`config.mk`:
```
export PLATFORM = sky130hd
export DESIGN_NAME = tube_issue
export DESIGN_NICKNAME = d
export VERILOG_FILES = /design/src/rtl/tube_issue.sv
export SDC_FILE = /design/constraint.sdc
export NUM_CORES = 1
export LEC_CHECK = 0
export BUFFER_PORTS_ARGS = -buffer_cell sky130_fd_sc_hd__buf_2
export CAP_MARGIN = 20
export CORE_UTILIZATION = 55
export CTS_CLUSTER_SIZE = 24
export DETAILED_ROUTE_END_ITERATION = 12
export MAX_ROUTING_LAYER = met4
export PLACE_DENSITY = 0.88
export SYNTH_ARGS = -nofsm -noshare
export SYNTH_HDL_FRONTEND = slang
export SYNTH_SLANG_ARGS = --single-unit
export TNS_END_PERCENT = 1
```
`constraint.sdc`:
```
create_clock -name clk -period 8.34 [get_ports clk]
set_input_delay 1.251 -clock clk [delete_from_list [all_inputs] [get_ports clk]]
set_output_delay 1.251 -clock clk [all_outputs]
set_load 0.05 [all_outputs]
```
`src/rtl/tube_issue.sv`:
```
// Issue stage ahead of the tube tracker: buffers producer entries and
// injects one per cycle when its tag is not already in flight.
module tube_issue #(
    parameter int DEPTH      = 4,
    parameter int FIFO_DEPTH = 4,
    parameter int TAG_W      = 5,
    parameter int DATA_W     = 32
) (
    input  logic                   clk,
    input  logic                   rst,
    input  logic                   flush,
    input  logic                   clr_stats,
    input  logic                   in_valid,
    output logic                   in_ready,
    input  logic [TAG_W-1:0]       in_tag,
    input  logic [DATA_W-1:0]      in_data,
    input  logic [DEPTH-1:0]       tube_valid,
    input  logic [DEPTH*TAG_W-1:0] tube_tag,
    output logic                   out_valid,
    output logic [TAG_W-1:0]       out_tag,
    output logic [DATA_W-1:0]      out_data,
    output logic [15:0]            stall_cnt
);

    localparam int PW = (FIFO_DEPTH > 1) ? $clog2(FIFO_DEPTH) : 1;
    localparam int CW = PW + 1;
    localparam logic [CW-1:0] FULL = CW'(FIFO_DEPTH);

    logic [TAG_W-1:0]  r_mem_tag  [FIFO_DEPTH];
    logic [DATA_W-1:0] r_mem_data [FIFO_DEPTH];
    logic [PW-1:0]     r_wptr;
    logic [PW-1:0]     r_rptr;
    logic [CW-1:0]     r_count;
    logic              r_out_valid;
    logic [TAG_W-1:0]  r_out_tag;
    logic [DATA_W-1:0] r_out_data;
    logic [15:0]       r_stall_cnt;

    logic              w_head_valid;
    logic [TAG_W-1:0]  w_head_tag;
    logic [DATA_W-1:0] w_head_data;
    logic              w_match;
    logic              w_push;
    logic              w_pop;
    logic              w_stall;

    assign w_head_valid = (r_count != '0);
    assign w_head_tag   = r_mem_tag[r_rptr];
    assign w_head_data  = r_mem_data[r_rptr];

    // The out register counts as an extra tube slot: it enters on the next edge.
    always_comb begin
        w_match = 1'b0;
        for (int i = 0; i < DEPTH; i++) begin
            if (tube_valid[i] &&
                tube_tag[i*TAG_W +: TAG_W] == w_head_tag) begin
                w_match = 1'b1;
            end
        end
        if (r_out_valid && r_out_tag == w_head_tag) begin
            w_match = 1'b1;
        end
    end

    assign in_ready = rst & (r_count < FULL);
    assign w_push   = in_valid & in_ready;
    assign w_pop    = w_head_valid & ~w_match;
    assign w_stall  = w_head_valid & w_match;

    always_ff @(posedge clk) begin
        if (w_push && !flush) begin
            r_mem_tag[r_wptr]  <= in_tag;
            r_mem_data[r_wptr] <= in_data;
        end
    end

    always_ff @(posedge clk or negedge rst) begin
        if (!rst) begin
            r_wptr      <= '0;
            r_rptr      <= '0;
            r_count     <= '0;
            r_out_valid <= 1'b0;
            r_out_tag   <= '0;
            r_out_data  <= '0;
        end else if (flush) begin
            r_wptr      <= '0;
            r_rptr      <= '0;
            r_count     <= '0;
            r_out_valid <= 1'b0;
            r_out_tag   <= '0;
            r_out_data  <= '0;
        end else begin
            if (w_push) begin
                r_wptr <= r_wptr + 1'b1;
            end
            if (w_pop) begin
                r_rptr <= r_rptr + 1'b1;
            end
            case ({w_push, w_pop})
                2'b10:   r_count <= r_count + 1'b1;
                2'b01:   r_count <= r_count - 1'b1;
                default: r_count <= r_count;
            endcase
            r_out_valid <= w_pop;
            r_out_tag   <= w_pop ? w_head_tag  : '0;
            r_out_data  <= w_pop ? w_head_data : '0;
        end
    end

    // Flush leaves the statistics alone; clear beats a same-edge increment.
    always_ff @(posedge clk or negedge rst) begin
        if (!rst) begin
            r_stall_cnt <= '0;
        end else if (clr_stats) begin
            r_stall_cnt <= '0;
        end else if (w_stall && r_stall_cnt != 16'hFFFF) begin
            r_stall_cnt <= r_stall_cnt + 16'd1;
        end
    end

    assign out_valid = r_out_valid;
    assign out_tag   = r_out_tag;
    assign out_data  = r_out_data;
    assign stall_cnt = r_stall_cnt;

endmodule

```
==> results of run 1 <==
[tightest hold or removal path, cell delays in order (launching register included)]
cell	delay, ns
dfrtp_1	0.43
nand2_1	0.08
a21oi_1	0.06
[registers in the layout, indices dropped and copies added, names as in the netlist]
signal / count
out_data: 32
r_mem_data: 128
r_mem_tag: 20
r_count: 3
r_wptr: 2
stall_cnt: 16
r_rptr: 2
out_valid: 1
out_tag: 5
[worst paths after layout]
kind,start,to,cells after the start,slack (ns)
setup / recovery,r_rptr[1],r_count[1],12,4.07
hold / removal,r_wptr[1],r_wptr[1],2,0.61
setup reg to reg,r_rptr[1],r_count[1],12,4.07
hold reg to reg,r_wptr[1],r_wptr[1],2,0.61
max in group asynchronous,rst,r_rptr[0],2,6.81
min in group asynchronous,rst,stall_cnt[5],2,0.94
[power breakdown]
group | total [mW] | switching [mW] | internal, mW
sequential | 1.27 | 0.0677 | 1.20
clock | 0.912 | 0.381 | 0.531
combinational | 0.827 | 0.509 | 0.318
[metrics by stage]
stage	cells	util	power, mW	worst slack [ns]	instance area, um2
floorplan	504	-	1.94	4.50	8540
global route	833	0.655	3.12	3.79	9960
global placement	789	0.610	2.08	4.34	9270
finish	833	0.655	3.01	4.07	9960
CTS	827	0.654	3.02	4.13	9940
detailed placement	789	0.610	2.11	4.13	9270
[cell usage after synthesis (3+ instances only)]
library cell	instances
a21oi_1	21
and2_1	6
and3_1	10
buf_1	3
buf_2	5
buf_4	5
buf_6	3
clkbuf_1	10
dfrtp_1	61
edfxtp_1	148
ha_1	5
inv_1	6
mux2_1	15
mux2i_1	5
mux4_2	37
nand2_1	9
nand2b_1	6
nand3_1	8
nand4_1	9
nor2_1	26
nor2b_1	31
nor2b_2	20
nor3_1	4
o22ai_1	3
xnor2_1	15
xor2_1	10
[placed cells by master, fill, tap and decap left out, drive strengths merged, types with 6 or more instances in the layout]
master,instances
mux4,37
xnor2,15
a21oi,21
nand4,9
dfrtp,61
nand3,9
nor2b,51
xor2,10
buf,124
nor2,26
nand2,9
and2,7
mux2,16
inv,8
edfxtp,148
clkbuf,27
and3,10
nand2b,6
[cells by family after synthesis]
logic type               Yosys count  synth area share
flip-flops                       209             0.699
AND/OR/NAND/NOR                  138            0.0965
XOR/XNOR                          25            0.0256
adder cells (fa/ha/maj)            6           0.00967
AO/OA/AOI/OAI                     35            0.0248
buffers and inverters             33            0.0201
multiplexers                      58             0.124
[routing by layer]
layer,track usage,up-vias,share of wire
met5,-,-,0
met4,0.0659,0,0.021
met3,0.0426,35,0.068
met2,0.372,220,0.51
met1,0.273,2418,0.40
li1,-,2140,-
[layout make-up]
type | instances | area share
Antenna cell | 5 | 0.00126
Clock inverter | 11 | 0.0121
Sequential cell | 209 | 0.600
Inverter | 7 | 0.00264
Timing Repair Buffer | 124 | 0.0633
Multi-Input combinational cell | 262 | 0.242
Tap cell | 188 | 0.0236
Clock buffer | 27 | 0.0550
==> summary.md, run 1 <==
| Metric | Value |
|---|---|
| PD cells | 302 mW/mm2 |
| Die Span Y | 127 um |
| Area leader, netlist | edfxtp_1 |
| Routed vias/inst | 5.78 |
| Post-DP HPWL | 10.1 mm |
| Period utilization | 0.512 |
| LEAKAGE | 3.88 nW |
| Critical Path, Cell by Cell | mux4_2 -> xor2_1 -> nor4_2 -> nand3_2 -> nor2b_1 -> nand2_1 -> nor2_1 -> fa_1 -> nor2b_1 -> and3_1 -> o22ai_1 -> o311ai_1 |
| Max Cap Violations | 0 |
| WHS | 0.614 ns |
| DR pass1 iterations | 5 |
| CP endpoint kind | flip-flop |
| Setup crit start kind | flip-flop |
| Critical Path Fanout Max | 43 |
| Vias after detailed routing | 4813 |
| Number of flops mapped to enable cells by yosys | 148 |
| Relative slew slack | 0.302 |
| Max Slew Vio Count | 0 |
| Worst-Margin Slew | 1.05 ns |
| Min Tclk post-route | 4.27 ns |
| Clock skew | 0.0200 ns |
| Ports | 121 |
| First DRT Iteration DRCs | 453 |
| Worst path most repeated cell | nor2b_1 |
| Synth top area cells | edfxtp_1 52%, dfrtp_1 18%, mux4_2 9.8%, nor2b_1 2.3%, nor2b_2 2.1% |
| RSZ-0062 raised after global routing | false |
| Post-Syn Area | 0.00854 mm2 |
| TritonCTS Sinks | 209 |
| # rows | 45 |
| CTS root buffer | clkbuf_16 |
| Hold Fails Final Rpt | 0 |
| Fillers | 1060 |
| Hold crit path type | reg -> reg |
| Port Buffers | 120 |
| Initial core utilization | 0.562 |
| Final setup vio count | 0 |
| Top cell type's share of synthesized area | 0.520 |
| Worst-path clk slew | 0.06 ns |
| Detailed-route DRC error count | 0 |
| H-tree lvl count | 1 |
| Largest net degree at the start of global routing | 63 |
| DRT antenna net count | 0 |
| Chip width | 127 um |
| Sequential element share of the synthesized area | 0.699 |
| Die ar. | 0.0160 mm2 |
| Register area | 0.00597 mm2 |
| Synthesized area per cell | 17.0 um2 |
| Layout Nets | 697 |
| Area of the multi-input gates | 0.00241 mm2 |
| Clock Path Buffers | 3 |
| Number of synthesized register bits | 209 |
| Post-CTS setup repair buffer count | 0 |
| WS Path Type | reg -> reg |
| Area Overhead vs Synth | 16.6% |
| Core area | 0.0152 mm2 |
| Antenna violations before repair | 5 |
| CP Data Required Time | 8.68 ns |
| Global route overflow | 0 |
| CTS hold repair buffers | 0 |
| CP arrival | 4.61 ns |
| Clk_lat worst skew | 0.49 ns |
| Final setup TNS | 0 ns |
| TritonCTS Buffers | 21 |
| Post-synth ARST share | 0.292 |
| Buf/Inv on CP | 0 |
| GRT Overall Usage | 0.220 |
| Post-Syn Nets | 576 |
| PostCTS Resize Cnt | 0 |
| Synthesis warning total | 0 |
| Cells after synthesis | 504 |
| Status | finished, final reports clean |
| Vias in the first global route | 5023 |
| GP Congestion | 0.849 |
| Max Clk Rate | 234 MHz |
| Post-Route WL | 16.7 mm |
| Wire per inst | 20.1 um |
| Crit path max-delay cell type | dfrtp_2 |
| Share of cells above drive strength 1 | 0.352 |
| CTS tree | built |
| First-pass GRT wire length | 26.2 mm |
| CP delay by family, top | simple AND/OR/NAND/NOR gates |
| Top_reg_cell synth | edfxtp_1 |
| Largest stage delay on the critical path | 1.06 ns |
| VDD IR max | 0.000203 V |
| Yosys cell types | 45 |
Power figures use the tool's default switching activity.
==> run 2, diff against run 1 <==
Settings changed: CORE_UTILIZATION 55 to 51, PLACE_DENSITY 0.88 to 0.86.
Clock period 8.34 ns to 3.73 ns, I/O delays scaled along.
==> run 2 against run 1 <==
Effect of this change:
- flip-flop and latch count unchanged
- critical path depth up 1
- final cell count is 4.9% higher
- die area increased by 7.7%
- sequential share of layout area decreased by 1.2 points
- setup slack got worse by 3.9 ns
- largest cell class unchanged
==> summary.md, run 2 (same netlist as run 1, synthesis figures left out) <==
| Metric | Value |
|---|---|
| Die ar. | 0.0173 mm2 (+7.7%) |
| Post-Route Utilization | 0.630 (-0.0250) |
| Fillers | 1163 (+9.7%) |
| Worst-Margin Slew | 0.860 ns (-0.187 ns) |
| PD cells | 673 mW/mm2 (+120%) |
| VDD IR max | 0.000479 V (+140%) |
| Die Span Y | 131 um (+3.8%) |
| Detailed-route DRC error count | 0 (unchanged) |
| Layout Nets | 711 (+2.0%) |
| Period utilization | 0.957 (+0.445) |
| First DRT Iteration DRCs | 418 (-7.7%) |
| TritonCTS Sinks | 209 (unchanged) |
| Port Buffers | 120 (unchanged) |
| Relative slew slack | 0.427 (+0.125) |
| Hold Fails Final Rpt | 0 (unchanged) |
| DRT antenna net count | 0 (unchanged) |
| RSZ-0062 raised after global routing | false |
| Global route overflow | 0 (unchanged) |
| Largest net degree at the start of global routing | 62 (-1.6%) |
| # rows | 46 (+2.2%) |
| Clk_lat worst skew | 0.52 ns (+0.03 ns) |
| Critical Path Fanout Max | 7 (-84%) |
| Reg2reg path depth | 13 (+1) |
| Largest stage delay on the critical path | 0.63 ns (-0.43 ns) |
| CTS root buffer | clkbuf_16 |
| Most frequent cells in the layout | 148 x edfxtp_1, 120 x buf_2, 59 x dfrtp_1, 37 x mux4_2, 31 x nor2b_1 |
| Share of cells above drive strength 1 | 0.371 (+0.0194) |
| CP arrival | 3.93 ns (-0.68 ns) |
| Core area | 0.0161 mm2 (+6.0%) |
| Buf/Inv on CP | 1 (+1) |
| Worst path most repeated cell | nor2b_1 |
| H-tree lvl count | 1 (unchanged) |
| Crit path max-delay cell type | mux4_2 |
| Max Slew Vio Count | 0 (unchanged) |
| Most common cell after layout, fill and taps aside | edfxtp_1 |
| Ports | 121 (unchanged) |
| Final setup vio count | 0 (unchanged) |
| Clock skew | 0.0291 ns (+0.00910 ns) |
| Clock Path Buffers | 3 (unchanged) |
| Initial core utilization | 0.530 (-0.0319) |
| Max Cap Violations | 0 (unchanged) |
| Post-Route WL | 17.2 mm (+2.8%) |
| Chip width | 131 um (+3.8%) |
| Critical Path Stages | 13 (+1) |
| LEAKAGE | 3.98 nW (+2.5%) |
| Critical Path, Cell by Cell | mux4_2 -> buf_4 -> xor2_1 -> nor4_2 -> nand3_2 -> nor2b_1 -> nand2_2 -> nor2_1 -> fa_2 -> nor2b_1 -> and3_1 -> o22ai_1 -> o311ai_1 |
| CTS hold repair buffers | 0 (unchanged) |
| Hold crit path type | in -> reg |
| Status | finished, final reports clean |
| CP Data Required Time | 4.09 ns (-4.59 ns) |
| Vias after detailed routing | 4925 (+2.3%) |
| Setup crit start kind | flip-flop |
| Biggest register | r_mem_data |
| Min-Delay Path Depth | 1 (-1) |
| GRT Overall Usage | 0.209 (-0.0119) |
| CP endpoint kind | flip-flop |
| CTS tree | built |
| WS Path Type | reg -> reg |
| Routed vias/inst | 5.64 (-2.5%) |
| Wire per inst | 19.7 um (-2.0%) |
| Post-DP HPWL | 11.0 mm (+8.0%) |
| Worst-path clk slew | 0.06 ns (about the same) |
| Antenna violations before repair | 2 (-3) |
| CP delay by family, top | simple AND/OR/NAND/NOR gates |
| Max reg flops | 128 (unchanged) |
| GP Congestion | 0.891 (+5.0%) |
| DR pass1 iterations | 5 (unchanged) |
| Overall Power | 6.83 mW (+130%) |
| Area Overhead vs Synth | 18.8% |
| WHS | 0.248 ns (-0.366 ns) |
| Min Tclk post-route | 3.57 ns (-0.697 ns) |
| Max Clk Rate | 280 MHz (+20%) |
| Vias in the first global route | 5163 (+2.8%) |
| First-pass GRT wire length | 27.2 mm (+3.9%) |
| TritonCTS Buffers | 22 (+4.8%) |
-- run 2: cell count changes in the layout (fill, tap and decap cells not counted), moves of 2 or more --
| cell | change |
|---|---|
| clkinv_1 | +3 |
| clkbuf_1 | -2 |
| diode_2 | -2 |
| clkinvlp_4 | -3 |
| buf_4 | +11 |
| clkinv_2 | +4 |
-- run 2: layer usage --
layer / share of wire / GRT usage / wire (um)
met1: 0.40 / 0.264 / 6850
met2: 0.50 / 0.344 / 8640
met3: 0.075 / 0.0467 / 1290
met4: 0.025 / 0.0517 / 436
met5: 0 / - / 0
-- run 2: through the flow --
step / instance area [um2] / TNS [ns] / setup WS (ns) / cells
global placement: 9410 / -0.218 / -0.218 / 829
finish: 10200 / 0 / 0.160 / 874
CTS: 10100 / 0 / 0.0853 / 870
global route: 10200 / 0 / 0.0196 / 873
detailed placement: 9410 / -0.491 / -0.430 / 829
floorplan: 8540 / 0 / 0.540 / 504
-- run 2: worst paths after layout --
| path | start | end | slack [ns] |
|---|---|---|---|
| worst max-delay path | r_rptr[0] | r_count[1] | 0.16 |
| worst min-delay path | in_data[2] | r_mem_data[1][2] | 0.25 |
| worst max register to register | r_rptr[0] | r_count[1] | 0.16 |
| worst min register to register | r_wptr[1] | r_wptr[1] | 0.61 |
| max in group asynchronous | rst | r_rptr[1] | 2.83 |
| min in group asynchronous | rst | out_data[20] | 0.28 |
-- run 2: power by group --
part | switching (mW) | internal (mW) | total (mW)
registers | 0.113 | 2.68 | 2.80
clock network | 0.884 | 1.16 | 2.05
logic | 1.22 | 0.765 | 1.99
-- run 2: final cells by class --
class / instances / area, um2 / share of cell area
Sequential cell: 209 / 5970 / 0.588
Tap cell: 216 / 270 / 0.0266
Clock inverter: 14 / 120 / 0.0118
Clock buffer: 26 / 566 / 0.0557
Multi-Input combinational cell: 263 / 2460 / 0.242
Timing Repair Buffer: 136 / 733 / 0.0722
Antenna cell: 3 / 7.51 / 0.000739
Inverter: 7 / 26.3 / 0.00259
-- run 2: repair_timing --
| action | CTS | global route |
|---|---|---|
| pin swaps | 1 | 1 |
| cloned | 1 | 0 |
| resized for setup | 3 | 3 |
| buffers inserted | 0 | 1 |
| setup endpoints to repair | 2 | 2 |
-- run 2: worst register-to-register path, stage by stage, from the launching register on --
cell and delay (ns):
dfrtp_2 0.47, mux4_2 0.64, buf_4 0.18, xor2_1 0.16, nor4_2 0.08, nand3_2 0.09
nor2b_1 0.36, nand2_2 0.16, nor2_1 0.19, fa_2 0.47, nor2b_1 0.15, and3_1 0.20
o22ai_1 0.15, o311ai_1 0.13
==> run 3, diff against run 2 <==
Settings changed: CELL_PAD_IN_SITES_DETAIL_PLACEMENT set to 2, CELL_PAD_IN_SITES_GLOBAL_PLACEMENT set to 2, CORE_ASPECT_RATIO set to 0.6, CORE_UTILIZATION 51 to 38, PLACE_DENSITY 0.86 to 0.87, TNS_END_PERCENT 1 to not set.
==> run 3 against run 2 <==
Effect of this change:
- count of clock-buffer cells in the layout grew 6
- critical path depth down 1
- critical path type unchanged
- die area is 34% higher
- final area rose by 0.53%
- critical endpoint unchanged
==> summary.md, run 3 (same netlist as run 1, synthesis figures left out) <==
| Metric | Value |
|---|---|
| Post-Layout Cell Count | 941 (+7.7%) |
| Sw frac | 0.326 (+0.00147) |
| TritonCTS Sinks | 209 (unchanged) |
| WHS | 0.285 ns (+0.0375 ns) |
| CTS root buffer | clkbuf_16 |
| Post-Route WL | 22.6 mm (+31%) |
| Die Span Y | 118 um (-10%) |
| # rows | 42 (-8.7%) |
| Logic pwr share | 0.289 (-0.002) |
| Final setup TNS | 0 ns (unchanged) |
| Clk_lat worst skew | 0.49 ns (-0.03 ns) |
| Sw power | 2.27 mW (+2.2%) |
| Worst-Margin Slew | 0.932 ns (+0.0722 ns) |
| Share of cells above drive strength 1 | 0.363 (-0.00805) |
| Overall Power | 6.95 mW (+1.8%) |
| Area of the multi-input gates | 0.00242 mm2 (-1.6%) |
| Int Pwr | 4.68 mW (+1.5%) |
| Vias in the first global route | 5641 (+9.3%) |
| Worst slack, placed | 0.0896 ns (+0.520 ns) |
| Period utilization | 0.946 (-0.0107) |
| H-tree lvl count | 1 (unchanged) |
| Initial core utilization | 0.388 (-0.142) |
| Routed vias/inst | 5.17 (-8.2%) |
| Crit path setup slack, layout | 0.200 ns (+0.0401 ns) |
| CTS tree | built |
| Worst-path clk slew | 0.07 ns (about the same) |
| First-pass GRT wire length | 34.9 mm (+28%) |
| Core area | 0.0220 mm2 (+37%) |
| Most common cell after layout, fill and taps aside | edfxtp_1 |
| RSZ-0062 raised after global routing | false |
| Detailed-route DRC error count | 0 (unchanged) |
| CP endpoint kind | flip-flop |
| Largest net degree at the start of global routing | 62 (unchanged) |
| DP Area | 0.00951 mm2 (+1.1%) |
| Critical Path Fanout Max | 12 (+5) |
| Status | finished, final reports clean |
| Area Overhead vs Synth | 19.5% |
| Port Buffers | 120 (unchanged) |
| Ports | 121 (unchanged) |
| Chip width | 196 um (+49%) |
| Final instance area | 0.0102 mm2 (+0.53%) |
| Biggest register | r_mem_data |
| CP arrival | 3.89 ns (-0.04 ns) |
| VDD IR max | 0.000457 V (-4.5%) |
| Clock skew | 0.0113 ns (-0.0178 ns) |
| Max Slew Vio Count | 0 (unchanged) |
| CP Data Required Time | 4.09 ns (about the same) |
| Clock Path Buffers | 3 (unchanged) |
| Antenna violations before repair | 3 (+1) |
| PD cells | 681 mW/mm2 (+1.2%) |
| Max Cap Violations | 0 (unchanged) |
| Die ar. | 0.0231 mm2 (+34%) |
| Layout Nets | 711 (unchanged) |
| Post-CTS setup repair buffer count | 0 (unchanged) |
| Relative slew slack | 0.378 (-0.0481) |
| Reg power frac | 0.406 (-0.003) |
| First DRT Iteration DRCs | 263 (-37%) |
| Register area | 0.00598 mm2 (about the same) |
| Max Clk Rate | 283 MHz (+1.1%) |
| Hold Fails Final Rpt | 0 (unchanged) |
| Most frequent cells in the layout | 148 x edfxtp_1, 119 x buf_2, 59 x dfrtp_1, 37 x mux4_2, 31 x nor2b_1 |
| Vias after detailed routing | 4868 (-1.2%) |
| Final setup vio count | 0 (unchanged) |
| GP Congestion | 0.890 (-0.16%) |
| Clk pwr share | 0.305 (+0.005) |
| CTS hold repair buffers | 0 (unchanged) |
| Fillers | 2103 (+81%) |
| GRT Overall Usage | 0.207 (-0.00119) |
| Max reg flops | 128 (unchanged) |
| Hold crit path type | in -> reg |
| Setup crit start kind | flip-flop |
| LEAKAGE | 3.96 nW (-0.39%) |
| WS Path Type | reg -> reg |
| Post-Route Utilization | 0.464 (-0.166) |
| Wire per inst | 24.0 um (+22%) |
| Placed cells | 902 (+8.8%) |
| DRT antenna net count | 0 (unchanged) |
| Global route overflow | 0 (unchanged) |
| DR pass1 iterations | 4 (-1) |
| TritonCTS Buffers | 21 (-4.5%) |
| Min Tclk post-route | 3.53 ns (-0.0401 ns) |
| Post-DP HPWL | 15.5 mm (+42%) |
## run 3: changes by cell type in the layout (fill, tap and decap cells not counted), sizes merged
cell / previous run / this run
a211oi: 2 / 1
buf: 136 / 138
bufinv: 1 / 2
clkbuf: 26 / 32
clkinv: 13 / 1
clkinvlp: 0 / 2
diode: 3 / 2
## run 3: metal layers
layer | global-route usage | up-vias | routed length, um
met2 | 0.341 | 125 | 11200
li1 | - | 2162 | -
met3 | 0.0371 | 30 | 1050
met5 | - | - | 0
met4 | 0.0448 | 0 | 414
met1 | 0.271 | 2551 | 9860
## run 3: cell type report
cell class | count | share of cell area
Sequential cell | 209 | 0.585
Multi-Input combinational cell | 262 | 0.237
Timing Repair Buffer | 138 | 0.0723
Clock buffer | 32 | 0.0595
Tap cell | 286 | 0.0351
Clock inverter | 5 | 0.00772
Inverter | 7 | 0.00257
Antenna cell | 2 | 0.000490
## run 3: worst paths after layout
| kind | startpoint | to | cells past startpoint | slack, ns |
|---|---|---|---|---|
| max in group asynchronous | rst | r_rptr[0] | 2 | 2.68 |
| hold reg to reg | r_wptr[1] | r_wptr[1] | 2 | 0.60 |
| min in group asynchronous | rst | stall_cnt[0] | 2 | 0.34 |
| hold / removal | in_data[30] | r_mem_data[0][30] | 1 | 0.29 |
| setup reg to reg | r_rptr[0] | r_count[1] | 12 | 0.20 |
| setup / recovery | r_rptr[0] | r_count[1] | 12 | 0.20 |
## run 3: timing repair
action / 4_1_cts / 5_1_grt
resized for setup: 0 / 2
hold endpoints to repair: 0 / 0
endpoints found under the setup margin: 0 / 2
## run 3: critical path: stages (launching register included)
cell and delay (ns):
dfrtp_4 0.53, mux4_2 0.64, xor2_1 0.22, nor4_2 0.37
and3_1 0.27, a211oi_2 0.06, nand2_1 0.17, nor2_1 0.09
fa_1 0.43, nor2b_1 0.15, and3_1 0.19, o22ai_1 0.13
o311ai_1 0.13
## run 3: power by group through the flow
stage,clock network [mW],logic (mW),registers [mW]
floorplan,0,1.11,3.22
global placement,0,1.91,2.85
detailed placement,0,2.03,2.87
CTS,2.18,2.04,2.82
global route,2.26,2.15,2.85
finish,2.12,2.01,2.82
